--- config.mk ---
export PLATFORM = sky130hd
export DESIGN_NAME = bcd_scan_counter
export DESIGN_NICKNAME = d
export VERILOG_FILES = /design/src/rtl/bcd_pkg.sv /design/src/rtl/bcd_digit_cell.sv /design/src/rtl/bcd_scan_counter.sv
export SDC_FILE = /design/constraint.sdc
export NUM_CORES = 1
export LEC_CHECK = 0
export BUFFER_PORTS_ARGS = -buffer_cell sky130_fd_sc_hd__buf_2
export CORE_MARGIN = 4
export CORE_UTILIZATION = 50
export CTS_CLUSTER_DIAMETER = 40
export DETAILED_ROUTE_END_ITERATION = 8
export PLACE_DENSITY = 0.72
export SLEW_MARGIN = 20
export SYNTH_ARGS = -nofsm -noshare
export SYNTH_HDL_FRONTEND = slang
export SYNTH_SLANG_ARGS = --single-unit
--- constraint.sdc ---
create_clock -name clk -period 2.75 [get_ports clk]
set_input_delay 0.1375 -clock clk [delete_from_list [all_inputs] [get_ports clk]]
set_output_delay 0.1375 -clock clk [all_outputs]
set_load 0.01 [all_outputs]
--- src/rtl/bcd_pkg.sv ---
// Shared BCD types and constants for the scanned BCD counter.
//   bcd_digit_t  : one packed BCD digit (4 bits)
//   BCD_MAX      : largest legal digit value
//   NUM_DIGITS   : digits held by the counter
//   scan_state_t : digit-scan FSM encoding (DIG0..DIG3)
//   bcd_clamp()  : saturates an illegal nibble (A..F) to BCD_MAX
package bcd_pkg;

  typedef logic [3:0] bcd_digit_t;

  localparam bcd_digit_t  BCD_MAX    = 4'd9;
  localparam int unsigned NUM_DIGITS = 4;

  typedef enum logic [1:0] {
    DIG0 = 2'd0,
    DIG1 = 2'd1,
    DIG2 = 2'd2,
    DIG3 = 2'd3
  } scan_state_t;

  function automatic bcd_digit_t bcd_clamp(input bcd_digit_t d);
    return (d > BCD_MAX) ? BCD_MAX : d;
  endfunction

endpackage

--- src/rtl/bcd_digit_cell.sv ---
// One BCD digit of a ripple up/down counter.
//   clk, rst   : clock, asynchronous active-high reset
//   load       : synchronous load of load_digit (clamped to 9), overrides stepping
//   load_digit : digit value to load
//   step_in    : this digit steps this cycle (enable from the stage below)
//   up         : 1 = increment, 0 = decrement
//   digit      : registered digit value
//   step_out   : this digit wraps on this step, so the next digit must step
module bcd_digit_cell
  import bcd_pkg::*;
(
  input  logic       clk,
  input  logic       rst,
  input  logic       load,
  input  logic [3:0] load_digit,
  input  logic       step_in,
  input  logic       up,
  output logic [3:0] digit,
  output logic       step_out
);

  logic at_limit;

  // Wrap point is 9 when counting up, 0 when counting down.
  assign at_limit = up ? (digit == BCD_MAX) : (digit == 4'd0);
  assign step_out = step_in & at_limit;

  always_ff @(posedge clk or posedge rst) begin
    if (rst) begin
      digit <= '0;
    end else if (load) begin
      digit <= bcd_clamp(load_digit);
    end else if (step_in) begin
      if (up) digit <= at_limit ? 4'd0 : digit + 4'd1;
      else    digit <= at_limit ? BCD_MAX : digit - 4'd1;
    end
  end

endmodule

--- src/rtl/bcd_scan_counter.sv ---
// Four-digit BCD up/down counter with multiplexed seven-segment scan output.
//   clk, rst   : clock, asynchronous active-high reset
//   en, up     : count enable and direction (1 = up)
//   load       : synchronous load of load_val (digits >9 stored as 9), overrides en
//   load_val   : packed BCD load value, [3:0] = units
//   count      : registered packed BCD count
//   carry      : one-cycle pulse after a 9999<->0000 wrap step
//   w,x,y,z    : BCD nibble of the scanned digit (w = MSB)
//   dig_sel    : one-hot digit enable, aligned with {w,x,y,z}
module bcd_scan_counter
  import bcd_pkg::*;
#(
  parameter int unsigned SCAN_DIV   = 1000,
  parameter int unsigned NUM_DIGITS = 4
) (
  input  logic        clk,
  input  logic        rst,
  input  logic        en,
  input  logic        up,
  input  logic        load,
  input  logic [15:0] load_val,
  output logic [15:0] count,
  output logic        carry,
  output logic        w,
  output logic        x,
  output logic        y,
  output logic        z,
  output logic [3:0]  dig_sel
);

  // ---------------- counter chain ----------------
  logic [NUM_DIGITS:0] step;

  assign step[0] = en & ~load;

  for (genvar i = 0; i < NUM_DIGITS; i++) begin : g_digit
    bcd_digit_cell u_cell (
      .clk        (clk),
      .rst        (rst),
      .load       (load),
      .load_digit (load_val[4*i +: 4]),
      .step_in    (step[i]),
      .up         (up),
      .digit      (count[4*i +: 4]),
      .step_out   (step[i+1])
    );
  end

  // A step out of the top digit is exactly a full 9999<->0000 wrap.
  always_ff @(posedge clk or posedge rst) begin
    if (rst) carry <= 1'b0;
    else     carry <= step[NUM_DIGITS];
  end

  // ---------------- prescaler and scan FSM ----------------
  logic [15:0] presc;
  logic        presc_wrap;
  scan_state_t state, state_nxt;
  logic [3:0]  digit_nxt;

  assign presc_wrap = (presc == 16'(SCAN_DIV - 1));

  always_comb begin
    state_nxt = state;
    if (presc_wrap) begin
      unique case (state)
        DIG0:    state_nxt = DIG1;
        DIG1:    state_nxt = DIG2;
        DIG2:    state_nxt = DIG3;
        DIG3:    state_nxt = DIG0;
        default: state_nxt = DIG0;
      endcase
    end
  end

  // Nibble and select are both loaded from state_nxt so they switch on the
  // same edge; the nibble therefore trails count by exactly one cycle.
  always_comb begin
    digit_nxt = count[3:0];
    case (state_nxt)
      DIG0:    digit_nxt = count[3:0];
      DIG1:    digit_nxt = count[7:4];
      DIG2:    digit_nxt = count[11:8];
      DIG3:    digit_nxt = count[15:12];
      default: digit_nxt = count[3:0];
    endcase
  end

  always_ff @(posedge clk or posedge rst) begin
    if (rst) begin
      presc     <= '0;
      state     <= DIG0;
      dig_sel   <= 4'b0001;
      {w,x,y,z} <= '0;
    end else begin
      presc     <= presc_wrap ? '0 : presc + 16'd1;
      state     <= state_nxt;
      dig_sel   <= 4'b0001 << state_nxt;
      {w,x,y,z} <= digit_nxt;
    end
  end

endmodule

==> metrics.txt <==
slowest stage cell, crit path or3b_2; first-pass GRT wire length 10,910 µm; sequential area share after synthesis 38.23%; Setup crit end g_digit[3].u_cell.digit[3]; syn_area_per_cell 9.148 µm²; Synth Area in Compound Gates 14.83%; placed cell count 417; die width 83.07 µm; Placed Area 3117 µm²; maximum vdd drop 0.3183 mV; antenna fix cells 0; Worst EP required 2.92 ns; top cells by area, synth dfrtp_1 37%, mux2i_1 7.5%, ha_1 6.7%; endpoint of the worst register-to-register path g_digit[3].u_cell.digit[3]; worst-path cell chain inv_1 -> ha_1 -> or3b_2 -> a21oi_1 -> nand3_1 -> a211oi_1 -> o31ai_1; worst hold margin 0.02695 ns; Yosys warnings 0; vias per inst 5.533; Remaining Overflow, GRT 0; Tmin final 2.476 ns; Rows 27; DRC Markers 0; count of state elements after synthesis 43; Final Non-Filler Cells 426; met2 Usage GRT 33.75%; core area 5473 µm²; main combinational cell family by area after synthesis simple AND/OR/NAND/NOR gates; clock-pin slew on the worst setup and hold paths 0.09 ns; vias in the first global route 2,402; largest fanout on the critical path 7; NumNets Final 389; IO Pins 46; Initial Util 51.49%; PostCTS Resize Cnt 0; FF-to-FF Start g_digit[0].u_cell.digit[1]; Final Hold Fails 0; Crit. End Element flip-flop; syn_nets 344; fmax 404.0 MHz; CTS tree yes; Top Usage Layer GRT met2; Final WS setup 0.2745 ns; Synth Area in XOR/XNOR 5.906%; Max Root-Sink Buffers 2; grt met1 use 23.22%; Worst Path Arrival 2.65 ns; GRT Util Overall 18.79%; cells after synthesis 308; Slew headroom 59.32%; crit path from g_digit[0].u_cell.digit[1]; ANT nets after route 0; DR pass1 iterations 4; mux contribution to synthesized area 9.458%; Initial DRC Count 91; Setup Total Neg Slack 0 ns; Setup CP Type flip-flop to flip-flop; fin. max-slew vios 0; largest net degree at the start of global routing 37; Final Cell Area 3221 µm²; pwr dens 462.4 nW/µm²; clock sink count 43; EDFF count, synth 0; GPL Wtd Cong 0.8204; Root Driver clkbuf_8; routing usage on met3 2.877%; Unique masters post-synth 50; Crit path largest cell delay 0.49 ns; Tot Pwr 1.489 mW; CTS Buf Count 5; Final Util 58.85%; worst skew pair latency 0.31 ns; initial antenna violation count 0; Synth area leader dfrtp_1; ys flop type dfrtp_1; post-synthesis adder-cell area fraction 6.661%; R2R cell count 7; share of cells above drive strength 1 22.60%; Tcrit/Tclk final 90.02%; RSZ-0062 raised after global routing false; dpl ws 0.2768 ns; post-DR wirelength/cell 14.32 µm; outcome finished, final reports clean; final WL 6099 µm; Synth top area share 37.30%; R2R Setup Slk 0.27 ns; post-synthesis simple-gate area fraction 19.01%; synth-to-layout area growth 14.30%; synthesized area 2818 µm²; min-delay worst type primary input to flip-flop; Layout Skew 0.01097 ns; Die ar. 6901 µm²; total number of vias 2,357; LEAKAGE 1.576 nW; post-DP HPWL 4575 µm; ys async rst share 100.0%; Finish-stage setup viols 0; H-Tree Depth 2; Slew @ Worst Pin 0.6094 ns; die height 83.07 µm; Port Buffers 45; max cap viols 0; critical path launch point type flip-flop
-- flip-flops by register name, indices dropped and copies added (netlist names) --
signal	flops
g_digit.u_cell.digit	16
w	1
presc	16
dig_sel	4
z	1
state	2
carry	1
x	1
y	1
-- cell usage in the layout, fill, tap and decap left out, drive strengths merged, types with 5 or more instances in the layout --
cell type	instances
a21oi	13
a31oi	5
buf	53
clkbuf	5
dfrtp	42
ha	15
inv	24
mux2i	21
nand2	17
nand3	14
nand3b	5
nand4	5
nor2	30
nor3	6
o21ai	18
o31ai	7
xnor2	8
xor2	11
-- report_power, final --
part           switching, mW  internal [mW]
registers             0.0556          0.664
clock network          0.245          0.182
logic                  0.188          0.155
-- worst min path at each step --
stage | from | end | slack [ns] | depth (start not counted)
final | load_val[7] | g_digit[1].u_cell.digit[1] | 0.03 | 2
after floorplan | load_val[3] | g_digit[0].u_cell.digit[2] | 0.23 | 1
after CTS | load_val[7] | g_digit[1].u_cell.digit[1] | 0.02 | 2
after detailed placement | rst | g_digit[0].u_cell.digit[3] | 0.30 | 2
after global routing | load_val[3] | g_digit[0].u_cell.digit[2] | 0.05 | 2
after global placement | rst | g_digit[0].u_cell.digit[3] | 0.29 | 2
-- synth_stat cells (2+ instances only) --
| master | count |
|---|---|
| a211oi_1 | 2 |
| a21oi_1 | 13 |
| a221oi_1 | 2 |
| a31oi_1 | 5 |
| and2b_2 | 2 |
| and3_1 | 3 |
| buf_6 | 2 |
| clkbuf_1 | 13 |
| dfrtp_1 | 42 |
| ha_1 | 15 |
| inv_1 | 23 |
| mux2_2 | 3 |
| mux2i_1 | 21 |
| nand2_1 | 17 |
| nand2b_1 | 4 |
| nand3_1 | 14 |
| nand3b_1 | 5 |
| nand4_1 | 5 |
| nor2_1 | 30 |
| nor3_1 | 6 |
| nor3b_1 | 2 |
| o21a_1 | 4 |
| o21ai_0 | 18 |
| o21bai_1 | 2 |
| o22ai_1 | 4 |
| o31ai_1 | 7 |
| or3b_2 | 4 |
| xnor2_1 | 8 |
| xor2_1 | 11 |
-- cells by family (layout without fill, tap and decap cells) --
kind of cell    count (synthesis)  after routing
compound gates                 66             66
xor+xnor                       19             19
fa+ha+maj                      15             15
buf+inv                        40             86
flops                          43             43
mux                            25             25
simple gates                  100            100
-- routing by layer --
metal | wire length [µm] | vias to the layer above
met5 | 0 | -
li1 | - | 1173
met4 | 76 | 0
met1 | 2661 | 1137
met2 | 3160 | 39
met3 | 201 | 8
-- layout make-up --
cell class | count | area, µm²
fillers | 514 | 2252
multi-input cells | 225 | 1574
flip-flops and latches | 43 | 1077
repair buffers | 54 | 295.3
inverters | 24 | 90.09
well taps | 72 | 90.09
clock buffers | 5 | 68.82
clock inverters | 3 | 25.02
-- worst max-delay path, delay by kind of cell (launching register included) --
kind | cells | cell delay (ns)
adder cells (fa/ha/maj) | 1 | 0.21
AND/OR/NAND/NOR | 2 | 0.81
AO/OA/AOI/OAI | 3 | 0.72
flip-flops | 1 | 0.46
buffers and inverters | 1 | 0.14
-- what timing repair did --
| action | in CTS | in global routing |
|---|---|---|
| hold endpoints to repair | 26 | 0 |
| setup buffers | 0 | 0 |
| hold buffers | 1 | 0 |
(Power assumes the default switching activity.)
